File: src/rtl/apb_protocol_monitor.sv
// Passive APB tap: follows SETUP/ACCESS phases on the observed wires and reports
// handshake violations as registered pulses and sticky flags, plus saturating transfer/error counts.
module apb_protocol_monitor #(
  parameter int ADDR_WIDTH = 8,
  parameter int DATA_WIDTH = 32,
  parameter int NUM_SEL    = 1,
  parameter int TIMEOUT    = 16,
  parameter int CNT_WIDTH  = 16
) (
  input  logic                    PCLK,
  input  logic                    PRESET_n,
  input  logic [NUM_SEL-1:0]      PSEL,
  input  logic                    PENABLE,
  input  logic                    PWRITE,
  input  logic [ADDR_WIDTH-1:0]   PADDR,
  input  logic [DATA_WIDTH-1:0]   PWDATA,
  input  logic [DATA_WIDTH/8-1:0] PSTRB,
  input  logic                    PREADY,
  input  logic                    PSLVERR,
  input  logic                    clr,
  output logic [7:0]              viol_flags,
  output logic [7:0]              viol_pulse,
  output logic [CNT_WIDTH-1:0]    xfer_count,
  output logic [CNT_WIDTH-1:0]    err_count,
  output logic                    busy
);

  localparam int SW = DATA_WIDTH / 8;
  localparam int WW = $clog2(TIMEOUT + 1);
  localparam logic [WW-1:0] WAIT_LAST = WW'(TIMEOUT - 1);
  localparam logic [WW-1:0] WAIT_MAX  = WW'(TIMEOUT);

  // state  | meaning
  // IDLE   | no transfer open
  // SETUP  | setup phase sampled last edge, access phase expected now
  // ACCESS | access wait state sampled last edge, transfer still open
  typedef enum logic [1:0] {S_IDLE, S_SETUP, S_ACCESS} state_t;

  state_t                state, state_nxt;
  logic [NUM_SEL-1:0]    cap_sel;
  logic [ADDR_WIDTH-1:0] cap_addr;
  logic                  cap_write;
  logic [DATA_WIDTH-1:0] cap_wdata;
  logic [SW-1:0]         cap_strb;
  logic [WW-1:0]         wait_cnt;
  logic                  done_q;

  logic [7:0] viol_vec;
  logic       setup_req, sel_match, fields_differ;
  logic       capture, access_cycle, complete;

  always_comb begin
    setup_req     = (|PSEL) && !PENABLE;
    sel_match     = (PSEL == cap_sel);
    fields_differ = (PADDR != cap_addr) || (PWRITE != cap_write) || (PSTRB != cap_strb) ||
                    (cap_write && (PWDATA != cap_wdata));
    viol_vec      = '0;
    state_nxt     = state;
    capture       = 1'b0;
    access_cycle  = 1'b0;
    complete      = 1'b0;

    viol_vec[0] = ($countones(PSEL) > 1);
    viol_vec[1] = PENABLE && !(|PSEL);
    viol_vec[6] = done_q && PENABLE;

    case (state)
      S_IDLE: begin
        if ((|PSEL) && PENABLE) viol_vec[2] = 1'b1;
        else if (setup_req)     capture     = 1'b1;
      end
      S_SETUP: begin
        if (PENABLE && sel_match) begin
          access_cycle = 1'b1;
          viol_vec[3]  = fields_differ;
        end else begin
          viol_vec[2] = 1'b1;
          capture     = setup_req;
          state_nxt   = S_IDLE;
        end
      end
      S_ACCESS: begin
        access_cycle = 1'b1;
        viol_vec[3]  = !sel_match || fields_differ;
      end
      default: state_nxt = S_IDLE;
    endcase

    if (capture) begin
      state_nxt   = S_SETUP;
      viol_vec[5] = !PWRITE && (|PSTRB);
    end

    // The sampled cycle is an access phase: either it completes or it is a wait state.
    if (access_cycle) begin
      if (PREADY) begin
        complete  = 1'b1;
        state_nxt = S_IDLE;
      end else begin
        state_nxt   = S_ACCESS;
        viol_vec[4] = (wait_cnt == WAIT_LAST);
      end
    end
  end

  always_ff @(posedge PCLK or negedge PRESET_n) begin
    if (!PRESET_n) begin
      state      <= S_IDLE;
      cap_sel    <= '0;
      cap_addr   <= '0;
      cap_write  <= 1'b0;
      cap_wdata  <= '0;
      cap_strb   <= '0;
      wait_cnt   <= '0;
      done_q     <= 1'b0;
      viol_flags <= '0;
      viol_pulse <= '0;
      xfer_count <= '0;
      err_count  <= '0;
      busy       <= 1'b0;
    end else begin
      state  <= state_nxt;
      done_q <= complete;
      busy   <= capture || access_cycle;

      if (capture) begin
        cap_sel   <= PSEL;
        cap_addr  <= PADDR;
        cap_write <= PWRITE;
        cap_wdata <= PWDATA;
        cap_strb  <= PSTRB;
      end

      if (access_cycle && !PREADY) begin
        if (wait_cnt != WAIT_MAX) wait_cnt <= wait_cnt + WW'(1);
      end else begin
        wait_cnt <= '0;
      end

      viol_pulse <= viol_vec;

      // New events in the clearing cycle survive the clear.
      if (clr) begin
        viol_flags <= viol_vec;
        xfer_count <= CNT_WIDTH'(complete);
        err_count  <= CNT_WIDTH'(complete & PSLVERR);
      end else begin
        viol_flags <= viol_flags | viol_vec;
        if (complete && (xfer_count != '1))
          xfer_count <= xfer_count + CNT_WIDTH'(1);
        if (complete && PSLVERR && (err_count != '1))
          err_count <= err_count + CNT_WIDTH'(1);
      end
    end
  end

endmodule

File: config.mk
export PLATFORM = sky130hd
export DESIGN_NAME = apb_protocol_monitor
export DESIGN_NICKNAME = d
export VERILOG_FILES = /design/src/rtl/apb_protocol_monitor.sv
export SDC_FILE = /design/constraint.sdc
export NUM_CORES = 1
export LEC_CHECK = 0
export ABC_CLOCK_PERIOD_IN_PS = 2450
export CAP_MARGIN = 25
export CELL_PAD_IN_SITES_DETAIL_PLACEMENT = 0
export CELL_PAD_IN_SITES_GLOBAL_PLACEMENT = 1
export CORE_UTILIZATION = 36
export DETAILED_ROUTE_END_ITERATION = 7
export GPL_TIMING_DRIVEN = 1
export MAX_ROUTING_LAYER = met4
export PLACE_DENSITY = 0.84
export SYNTH_ARGS = -nofsm -noshare
export SYNTH_HDL_FRONTEND = slang
export SYNTH_SLANG_ARGS = --single-unit
export TNS_END_PERCENT = 100
File: constraint.sdc
create_clock -name PCLK -period 2.45 [get_ports PCLK]
set_clock_uncertainty 0.2 [all_clocks]
set_input_delay 0.49 -clock PCLK [delete_from_list [all_inputs] [get_ports PCLK]]
set_output_delay 0.49 -clock PCLK [all_outputs]
set_load 0.03 [all_outputs]
==> flow_metrics.py <==
metrics = {
    "status": {
        "run_status": "finished clean",
    },
    "placement": {
        "hpwlAfterDp_mm": 7.75,
        "numPortBuffers": 96,
        "dp.cells": 709,
        "gp_congestion": 0.846,
        "dp_slack_ns": -0.255,
        "placed_area_sq_um": 6130,
    },
    "logic_synthesis": {
        "synth_area_leader_cell": "dfrtp_1",
        "synth.distinct_cells": 48,
        "synth-async-reset-ratio_pct": 100,
        "syn_inst": 430,
        "yosysSeqAreaShare_pct": 51.1,
        "synthDominantCellAreaShare_pct": 51.1,
        "synth_edf_count": 0,
        "ys_ff_latch": 99,
        "synthFlopType": "dfrtp_1",
        "syn_area_per_cell_sq_um": 11.3,
        "synthTopCellsByArea": "dfrtp_1 51%, mux2_2 10%, xor2_1 6.9%",
        "syn_area_sq_um": 4850,
        "synth-warning-count": 0,
    },
    "sta": {
        "max_freq_mhz": 424,
        "finalMaxSlewViolations": 0,
        "finalSetupViolations": 0,
        "fin_crit_ns": 2.36,
        "period_share_pct": 96.3,
        "final_hold_viol_count": 0,
        "setup_slack_ns": 0.0907,
        "rsz0062_at_grt": "false",
        "whs_ns": 0.288,
        "worstMarginPinSlew_ns": 0.914,
        "relSlewSlack_pct": 38.2,
    },
    "floorplan": {
        "initial_utilization_pct": 36.8,
        "die_x_um": 118,
        "row_count": 42,
        "ioPinCount": 101,
        "core-area_sq_um": 13200,
        "die-height_um": 118,
        "dieArea_sq_um": 13900,
    },
    "route": {
        "dr.pass1.iters": 4,
        "antenna_left": 0,
        "via_per_inst": 5.01,
        "drc": 0,
        "wire_per_inst_um": 14.5,
        "drt_iter0_markers": 139,
        "vias": 3634,
        "wl_mm": 10.5,
    },
    "setup_path": {
        "critPathRequiredTime_ns": 2.51,
        "critPathKind": "reg -> reg",
        "cp_slowest_stage_delay_ns": 0.47,
        "critPathMaxFanout": 7,
        "end_kind": "flip-flop",
        "critPathArrivalTime_ns": 2.42,
        "critPathSlowestCell": "or4_1",
        "worstPathCellList": "inv_1 -> ha_1 -> and4_1 -> a21oi_1 -> buf_4 -> a211o_4 -> or4_1 -> a21oi_1",
        "startpoint_type": "flip-flop",
        "cpMostUsedCell": "a21oi_1",
    },
    "power_and_ir_drop": {
        "p_total_mw": 5.24,
        "leakage_nw": 2.67,
        "power_switching_mw": 1.47,
        "p_seq_share_pct": 45.2,
        "p_per_area_nw_per_um2": 810,
        "ir_drop_mv": 0.460,
        "intPower_mw": 3.78,
        "clock_power_share_pct": 27.9,
        "power_switching_share_pct": 28.0,
        "comb_power_share_pct": 26.9,
    },
    "clocking": {
        "root_buffer": "clkbuf_16",
        "cts.sinks": 99,
        "cts_buffer_depth": 2,
        "cts_max_level": 3,
        "cts_inserted_buffers": 9,
        "cts_tree": "yes",
        "path_clk_slew_ns": 0.06,
        "worstSkewPairLatency_ns": 0.34,
    },
    "layout": {
        "drive_gt1_share_pct": 16.9,
        "final_cell_area_sq_um": 6470,
        "instances_no_fill": 726,
        "area.growth.synth_to_final_pct": 33.4,
        "diodes": 0,
        "fin_nets": 606,
        "fillers": 1202,
    },
    "global_routing": {
        "grt_pass1_vias": 3751,
        "grtUsageTotal_pct": 16.4,
        "grt_max_degree": 50,
        "overflow": 0,
        "antenna_found_initial": 0,
        "grt_pass1_wl_mm": 17.8,
    },
    "run": {
        "cap_viol_max_count": 0,
    },
    "hold_path": {
        "hold_path_class": "reg -> reg",
    },
}
-- cell families (layout without fill, tap and decap cells) --
logic type      Yosys count  in the layout  share of synthesized area [%]
compound gates           69             69                           9.05
xor+xnor                 57             57                           10.3
fa+ha+maj                 8              8                           2.06
buf+inv                  33            150                           3.22
flops                    99             99                           51.1
mux                      48             48                           11.1
other cells               1              4                         0.0773
simple gates            115            115                           13.2
-- final timing paths --
check | startpoint | endpoint | slack, ns | cells after the start
worst min register to register | viol_flags[1] | viol_flags[1] | 0.29 | 1
worst max-delay path | state[0] | xfer_count[15] | 0.09 | 8
worst max register to register | state[0] | xfer_count[15] | 0.09 | 8
worst min-delay path | viol_flags[1] | viol_flags[1] | 0.29 | 1
min in group asynchronous | PRESET_n | xfer_count[14] | 0.46 | 2
max in group asynchronous | PRESET_n | cap_strb[0] | 0.93 | 3
-- sequential cells by signal (all words and copies together), names as in the netlist --
name / flops
xfer_count: 16
state: 2
cap_addr: 8
cap_sel: 1
done_q: 1
cap_write: 1
cap_strb: 4
err_count: 16
wait_cnt: 5
cap_wdata: 32
viol_flags: 6
busy: 1
viol_pulse: 6
-- routing by layer --
metal / track usage (%) / wire (um) / up-vias / share of wire (%)
li1: - / - / 1773 / -
met1: 19.4 / 4580 / 1743 / 44
met2: 26.8 / 5090 / 106 / 48
met3: 5.09 / 704 / 12 / 6.7
met4: 4.81 / 140 / 0 / 1.3
met5: - / 0 / - / 0
-- synth_stat cells, drive strengths merged (10+ instances only) --
cell type,number
o21ai,17
nand3,15
mux2,45
or3,10
a21oi,22
nand2,20
inv,15
xnor2,19
xor2,38
nor4,13
nor2,16
dfrtp,99
-- repair_timing --
| item | in CTS | in global routing |
|---|---|---|
| hold buffers | 1 | 0 |
| endpoints found under the setup margin | 0 | 3 |
| hold endpoints to repair | 35 | 0 |
| buffers inserted | 0 | 1 |
| resized for setup | 0 | 1 |
-- layout by cell type (no fill, tap or decap), drive strengths merged, types with 14 or more instances in the layout --
master | netlist | routed
mux2 | 45 | 45
xor2 | 38 | 38
xnor2 | 19 | 19
buf | 9 | 24
nand3 | 15 | 15
o21ai | 17 | 17
nand2 | 20 | 20
a21oi | 22 | 22
clkdlybuf4s50 | 0 | 95
clkbuf | 9 | 14
nor2 | 16 | 16
inv | 15 | 15
dfrtp | 99 | 99
-- critical path, delay by kind of cell (launching register included) --
| family | cells | cell delay, ns |
|---|---|---|
| and+or+nand+nor | 2 | 0.64 |
| buffers and inverters | 2 | 0.24 |
| AOI/OAI and AO/OA | 3 | 0.53 |
| adders and majority gates | 1 | 0.30 |
| DFF | 1 | 0.37 |
-- through the flow --
stage                     setup TNS, ns  util [%]
after global routing                  0      49.1
final                                 0      49.1
after CTS                             0      48.9
after detailed placement          -2.71      46.5
after floorplan                       0         -
after global placement            -2.13      46.5
-- layout make-up --
cell class              instances  area, sq um  share of cell area (%)
clock buffers                  14          284                    4.39
clock inverters                 1         30.0                   0.464
inverters                      15         56.3                   0.870
multi-input cells             301         2240                    34.6
flip-flops and latches         99         2480                    38.3
well taps                     176          220                    3.40
repair buffers                120         1170                    18.0
-- power by group through the flow --
| stage | Sequential (mW) | Combinational (mW) | Clock (mW) |
|---|---|---|---|
| 2_1_floorplan | 2.44 | 0.884 | 0 |
| 3_3_place_gp | 2.37 | 1.36 | 0 |
| 3_5_place_dp | 2.41 | 1.41 | 0 |
| 4_1_cts | 2.38 | 1.42 | 1.52 |
| 5_1_grt | 2.44 | 1.55 | 1.58 |
| 6_report | 2.37 | 1.41 | 1.46 |
Power figures use the tool's default switching activity.
